## config.mk

```make
export PLATFORM = sky130hd
export DESIGN_NAME = queue_occupancy_counter
export DESIGN_NICKNAME = d
export VERILOG_FILES = /design/src/rtl/queue_cnt_pkg.sv /design/src/rtl/sensor_edge_detect.sv /design/src/rtl/queue_occupancy_counter.sv
export SDC_FILE = /design/constraint.sdc
export NUM_CORES = 1
export LEC_CHECK = 0
export BUFFER_PORTS_ARGS = -buffer_cell sky130_fd_sc_hd__buf_2
export CORE_MARGIN = 2
export CORE_UTILIZATION = 45
export DETAILED_ROUTE_END_ITERATION = 6
export PLACE_DENSITY = 0.67
export SLEW_MARGIN = 5
export SYNTH_ARGS = -nofsm -noshare
export SYNTH_HDL_FRONTEND = slang
export SYNTH_SLANG_ARGS = --single-unit
export TNS_END_PERCENT = 5
```

## constraint.sdc

```tcl
create_clock -name Clk -period 4 [get_ports Clk]
set_input_delay 0.4 -clock Clk [delete_from_list [all_inputs] [get_ports Clk]]
set_output_delay 0.4 -clock Clk [all_outputs]
set_load 0.01 [all_outputs]
```

## src/rtl/queue_cnt_pkg.sv

```systemverilog
// Shared types and parameter checks for queue_occupancy_counter.
// Optional input synchroniser is enabled with the QUEUE_CNT_SYNC_EN macro.
package queue_cnt_pkg;

  typedef enum logic [1:0] {
    EV_NONE = 2'b00,
    EV_INC  = 2'b01,
    EV_DEC  = 2'b10,
    EV_BOTH = 2'b11
  } edge_ev_e;

  function automatic logic params_legal(input int width, input int max_count,
                                        input int almost_full);
    logic ok;
    ok = 1'b1;
    if ((width < 1) || (width > 16)) begin
      ok = 1'b0;
    end else if ((max_count < 1) || (max_count > ((2 ** width) - 1))) begin
      ok = 1'b0;
    end else if ((almost_full < 1) || (almost_full > max_count)) begin
      ok = 1'b0;
    end else begin
      ok = 1'b1;
    end
    return ok;
  endfunction

endpackage

```

## src/rtl/sensor_edge_detect.sv

```systemverilog
// Sample/history registers and falling-edge detect for one active-low sensor.
// With QUEUE_CNT_SYNC_EN defined, two synchroniser flops precede the sample stage.
module sensor_edge_detect (
  input  logic clk,
  input  logic rst,
  input  logic sense_n,
  output logic fall
);

  logic prime_q, prime_d;
  logic s_q, s_d;
  logic p_q, p_d;
  logic stage_in;

`ifdef QUEUE_CNT_SYNC_EN
  logic [1:0] sync_q, sync_d;

  always_comb begin
    sync_d   = {sync_q[0], sense_n};
    stage_in = sync_q[1];
    if (prime_q) begin
      sync_d = {sense_n, sense_n};
    end else begin
      sync_d = {sync_q[0], sense_n};
    end
  end

  always_ff @(posedge clk or posedge rst) begin
    if (rst) begin
      sync_q <= 2'b11;
    end else begin
      sync_q <= sync_d;
    end
  end
`else
  always_comb begin
    stage_in = sense_n;
  end
`endif

  // The first edge after reset seeds every stage with the live level, so a
  // sensor already held low at reset release never looks like a new entry.
  always_comb begin
    prime_d = 1'b0;
    s_d     = stage_in;
    p_d     = s_q;
    if (prime_q) begin
      s_d = sense_n;
      p_d = sense_n;
    end else begin
      s_d = stage_in;
      p_d = s_q;
    end
  end

  always_ff @(posedge clk or posedge rst) begin
    if (rst) begin
      prime_q <= 1'b1;
      s_q     <= 1'b1;
      p_q     <= 1'b1;
    end else begin
      prime_q <= prime_d;
      s_q     <= s_d;
      p_q     <= p_d;
    end
  end

  assign fall = p_q & ~s_q;

endmodule

```

## src/rtl/queue_occupancy_counter.sv

```systemverilog
// Saturating queue occupancy counter driven by entry/exit sensor falling edges.
// Define QUEUE_CNT_SYNC_EN to add a two-flop synchroniser on Up and Down.
module queue_occupancy_counter
  import queue_cnt_pkg::*;
#(
  parameter int WIDTH       = 3,
  parameter int MAX_COUNT   = 7,
  parameter int ALMOST_FULL = 6
) (
  input  logic             Clk,
  input  logic             Reset,
  input  logic             Up,
  input  logic             Down,
  output logic [WIDTH-1:0] Count,
  output logic             FullFlag,
  output logic             EmptyFlag,
  output logic             AlmostFullFlag,
  output logic             Overflow,
  output logic             Underflow
);

  generate
    if (!params_legal(WIDTH, MAX_COUNT, ALMOST_FULL)) begin : g_bad_params
      $error("queue_occupancy_counter: illegal WIDTH/MAX_COUNT/ALMOST_FULL");
    end
  endgenerate

  localparam logic [WIDTH-1:0] MAX_C = WIDTH'(MAX_COUNT);
  localparam logic [WIDTH-1:0] AF_C  = WIDTH'(ALMOST_FULL);

  logic     inc_s, dec_s;
  edge_ev_e ev_s;

  logic [WIDTH-1:0] count_q, count_d;
  logic full_q, full_d;
  logic empty_q, empty_d;
  logic afull_q, afull_d;
  logic ovf_q, ovf_d;
  logic udf_q, udf_d;

  sensor_edge_detect u_up_det (
    .clk     (Clk),
    .rst     (Reset),
    .sense_n (Up),
    .fall    (inc_s)
  );

  sensor_edge_detect u_dn_det (
    .clk     (Clk),
    .rst     (Reset),
    .sense_n (Down),
    .fall    (dec_s)
  );

  // Simultaneous entry and exit cancel, even at full or empty.
  always_comb begin
    ev_s    = edge_ev_e'({dec_s, inc_s});
    count_d = count_q;
    ovf_d   = 1'b0;
    udf_d   = 1'b0;
    case (ev_s)
      EV_INC: begin
        if (count_q < MAX_C) begin
          count_d = count_q + {{(WIDTH-1){1'b0}}, 1'b1};
        end else begin
          ovf_d = 1'b1;
        end
      end
      EV_DEC: begin
        if (count_q > {WIDTH{1'b0}}) begin
          count_d = count_q - {{(WIDTH-1){1'b0}}, 1'b1};
        end else begin
          udf_d = 1'b1;
        end
      end
      EV_BOTH: count_d = count_q;
      EV_NONE: count_d = count_q;
      default: count_d = count_q;
    endcase
    full_d  = (count_d == MAX_C);
    empty_d = (count_d == {WIDTH{1'b0}});
    afull_d = (count_d >= AF_C);
  end

  always_ff @(posedge Clk or posedge Reset) begin
    if (Reset) begin
      count_q <= {WIDTH{1'b0}};
      full_q  <= 1'b0;
      empty_q <= 1'b1;
      afull_q <= 1'b0;
      ovf_q   <= 1'b0;
      udf_q   <= 1'b0;
    end else begin
      count_q <= count_d;
      full_q  <= full_d;
      empty_q <= empty_d;
      afull_q <= afull_d;
      ovf_q   <= ovf_d;
      udf_q   <= udf_d;
    end
  end

  assign Count          = count_q;
  assign FullFlag       = full_q;
  assign EmptyFlag      = empty_q;
  assign AlmostFullFlag = afull_q;
  assign Overflow       = ovf_q;
  assign Underflow      = udf_q;

endmodule

```

==> results list <==
* Final setup fails: 0
- Clock Tree Root: sky130_fd_sc_hd__clkbuf_4
* Fmax: a little under 0.6 GHz
- The die covers about 0.0018 mm².
- Entering global routing, the biggest net connects 14 pins.
- Detailed-routing iteration count for the pre-antenna-repair pass: 4
* Number of global-route vias before repair: between 400 and 500
- The worst setup path is launched from a flip-flop.
- Setup Slack @ Placement: approximately 2.3 ns
- Fin. Hold Viols: 0
- Number of port buffers: 11
* Static power due to leakage: 0.365 nW
* Utilization after layout: 0.569
- Max Cap Violations: 0
* Clock tree from TritonCTS: yes
* Layout net count: 80
- Grouping stages by cell kind, the critical path spends the most delay in flip-flops.
* Crit path arrival time: 1.88 ns
- Fraction of final layout cells with drive strength greater than 1: 0.377
- Relative to the synthesized area, the layout overhead comes to 15.4%.
- FF-to-FF Start: u_dn_det.s_q
- On the final layout, the worst clock skew is between 0.005 and 0.006 ns.
* Setup slack of the most critical reg-to-reg path: ~2.3 ns
* Cell Rows: 13
- The register with the most flip-flops in the layout has 3 of them.
- Worst supply voltage drop on vdd: roughly 0.00033 V
* Global-route wire length before repair: about 1800 µm
- After the first detailed-routing iteration, the DRC count stood at 3.
- Mapped Nets: between 60 and 70
* Result of the run: finished, final reports clean
* Post-route ant nets: 0
- Maximum buffer depth of the clock tree: 2
- The synthesized design contains 13 register bits.
- Critical Path Max Stage Delay: around 0.53 ns
- The initial utilization of the core area, before any placement, comes to 0.493.
- Worst endpoint required time: 4.16 ns
- For this block, the via count after detailed routing is slightly above 400.
- Post-DP HPWL: between 700 and 800 µm
- Number of cells produced by synthesis: 54
- Ys async rst share: 1.00
- 12 I/O pins were placed.
- PD cells: between 500 and 600 mW/mm²
- From left edge to right edge, the die measures around 42 µm.
* Clock slew at reported path FFs: 0.07 ns
- For this run, the number of standard cells in the final layout without fillers is 84.
* Core Footprint: 0.00132 mm²
* Post-route DRC violation count: 0
- The clock period could shrink to 1.73 ns.
- The min-delay analysis places its worst path in the category in -> async.
- Global route total overflow: 0
- Sequential-to-total area share from yosys stat: 0.513
- Clk Latency, worst-skew pair: approximately 0.27 ns
- Slowest-stage cell, CP: sky130_fd_sc_hd__dfstp_2
- The number of cells on the worst reg-to-reg path is 7.
- In the final routed layout, each cell accounts on average for approximately 11 µm.
* EDFF count, synth: 0
* WP buf/inv: 1
- Distinct cell type count after synthesis: 23
* Pins Over Slew Limit: 0
- Setup repair after global routing left no endpoint under its margin.
- The number of antenna violations at the first check in global routing came to 0.
- Total setup buffers inserted after CTS: 0
- Hold bufs inserted after CTS: 0
* Tot GR Track Use: 0.141
* Endpoint kind of the worst setup timing path: flip-flop
- Counting every sink on the clock net gives 13.
- Sum of negative setup slack: 0 ns
- Final worst setup slack: approximately 2.3 ns
* Total inserted antenna cells: 0
* Chain of cells forming the critical path: nand2b_1 -> inv_1 -> ha_1 -> nor2b_1 -> o21ai_0 -> a32oi_2 -> and3_1
- Total Routed Length: 942 µm
- The critical path is of the reg -> reg type.
- Along the worst path, the maximum fanout reaches 7.
- In the finished design, the share of the clock period the worst path needs comes to 0.432.
- H-Tree Level Count: 1
* CTS resizes: 0
* Height of the die: ~42 µm
- The design draws around 440 µW.
- Cell Count Post-Placement: 80
- Most used flip-flop cell after synthesis: sky130_fd_sc_hd__dfrtp_1
- CTS buffer count: 3
- Weighted congestion at the end of routability-driven global placement: roughly 0.8
* Via density per instance: 4.87
- After synthesis, the mean cell area works out to around 12 µm².
- For this run, the number of Yosys warnings is 0.
- Worst R2R End: FullFlag
* Netlist area before placement: 649 µm²
## how the worst max path moves through the flow
| stage | depth (start not counted) | to | startpoint | slack (ns) |
|---|---|---|---|---|
| CTS | 7 | FullFlag | u_dn_det.s_q | 2.27 |
| global placement | 7 | FullFlag | u_dn_det.s_q | 2.31 |
| floorplan | 7 | FullFlag | u_dn_det.s_q | 2.41 |
| detailed placement | 7 | FullFlag | u_dn_det.s_q | 2.29 |
| finish | 7 | FullFlag | u_dn_det.s_q | 2.27 |
| global route | 7 | FullFlag | u_dn_det.s_q | 2.10 |
## cell type report
| type | count | area, µm² |
|---|---|---|
| clock buffer | 4 | 26.3 |
| fill | 111 | 568 |
| timing repair buffer | 11 | 55.1 |
| multi-input combinational | 35 | 294 |
| sequential | 13 | 333 |
| inverter | 6 | 22.5 |
| tap | 15 | 18.8 |
## layout by cell type (no fill, tap or decap), types with 2 or more instances in the layout
cell type                  instances
sky130_fd_sc_hd__clkbuf_4          3
sky130_fd_sc_hd__buf_2            11
sky130_fd_sc_hd__dfstp_2           6
sky130_fd_sc_hd__inv_1             6
sky130_fd_sc_hd__nand2b_1          4
sky130_fd_sc_hd__ha_1              6
sky130_fd_sc_hd__nor2b_1           2
sky130_fd_sc_hd__dfrtp_1           7
sky130_fd_sc_hd__and2_1            2
sky130_fd_sc_hd__nand3_1           2
sky130_fd_sc_hd__nor2_1            2
sky130_fd_sc_hd__mux2_2            2
sky130_fd_sc_hd__a21oi_1           3
## cells by family (layout without fill, tap and decap cells)
kind of cell               Yosys count  after routing  synth area share
AOI/OAI and AO/OA                    8              8             0.121
xor gates and xnor gates             1              1            0.0135
adders and majority gates            6              6             0.116
buffers and inverters                6             21            0.0347
DFF                                 13             13             0.513
muxes                                2              2            0.0347
other                                1              1           0.00577
and+or+nand+nor                     17             17             0.162
## power breakdown
group / leakage, nW / internal (mW) / switching [mW]
combinational: 0.196 / 0.0802 / 0.0919
clock: 0.0150 / 0.0386 / 0.0364
sequential: 0.155 / 0.165 / 0.0309
## worst reg2reg max path, cell delays in order (launching register included)
cell and delay (ns):
sky130_fd_sc_hd__dfstp_2 0.53, sky130_fd_sc_hd__nand2b_1 0.15, sky130_fd_sc_hd__inv_1 0.06, sky130_fd_sc_hd__ha_1 0.24, sky130_fd_sc_hd__nor2b_1 0.15, sky130_fd_sc_hd__o21ai_0 0.18
sky130_fd_sc_hd__a32oi_2 0.10, sky130_fd_sc_hd__and3_1 0.20
## per-layer routing
metal  wire length, µm  vias up  track usage
met2               440       10        0.209
met3                62        0       0.0819
met5                 0        -            0
li1                  -      211            -
met4                 0        0       0.0387
met1               439      188        0.174
## synthesized netlist by cell type (2+ instances only)
master	count	area, µm²
sky130_fd_sc_hd__a21oi_1	3	15.0
sky130_fd_sc_hd__nor2b_1	2	12.5
sky130_fd_sc_hd__nand3_1	2	10.0
sky130_fd_sc_hd__and2_1	2	12.5
sky130_fd_sc_hd__nor2_1	2	7.51
sky130_fd_sc_hd__mux2_2	2	22.5
sky130_fd_sc_hd__dfstp_2	6	158
sky130_fd_sc_hd__dfrtp_1	7	175
sky130_fd_sc_hd__inv_1	6	22.5
sky130_fd_sc_hd__ha_1	6	75.1
sky130_fd_sc_hd__nand2b_1	4	25.0
## per-stage QoR
step                area (µm²)  hold slack [ns]
floorplan                  649            0.273
global placement           723            0.428
detailed placement         723            0.427
CTS                        749            0.133
global route               749            0.180
finish                     749            0.125
Note: power is estimated with default switching activity, not from simulation.
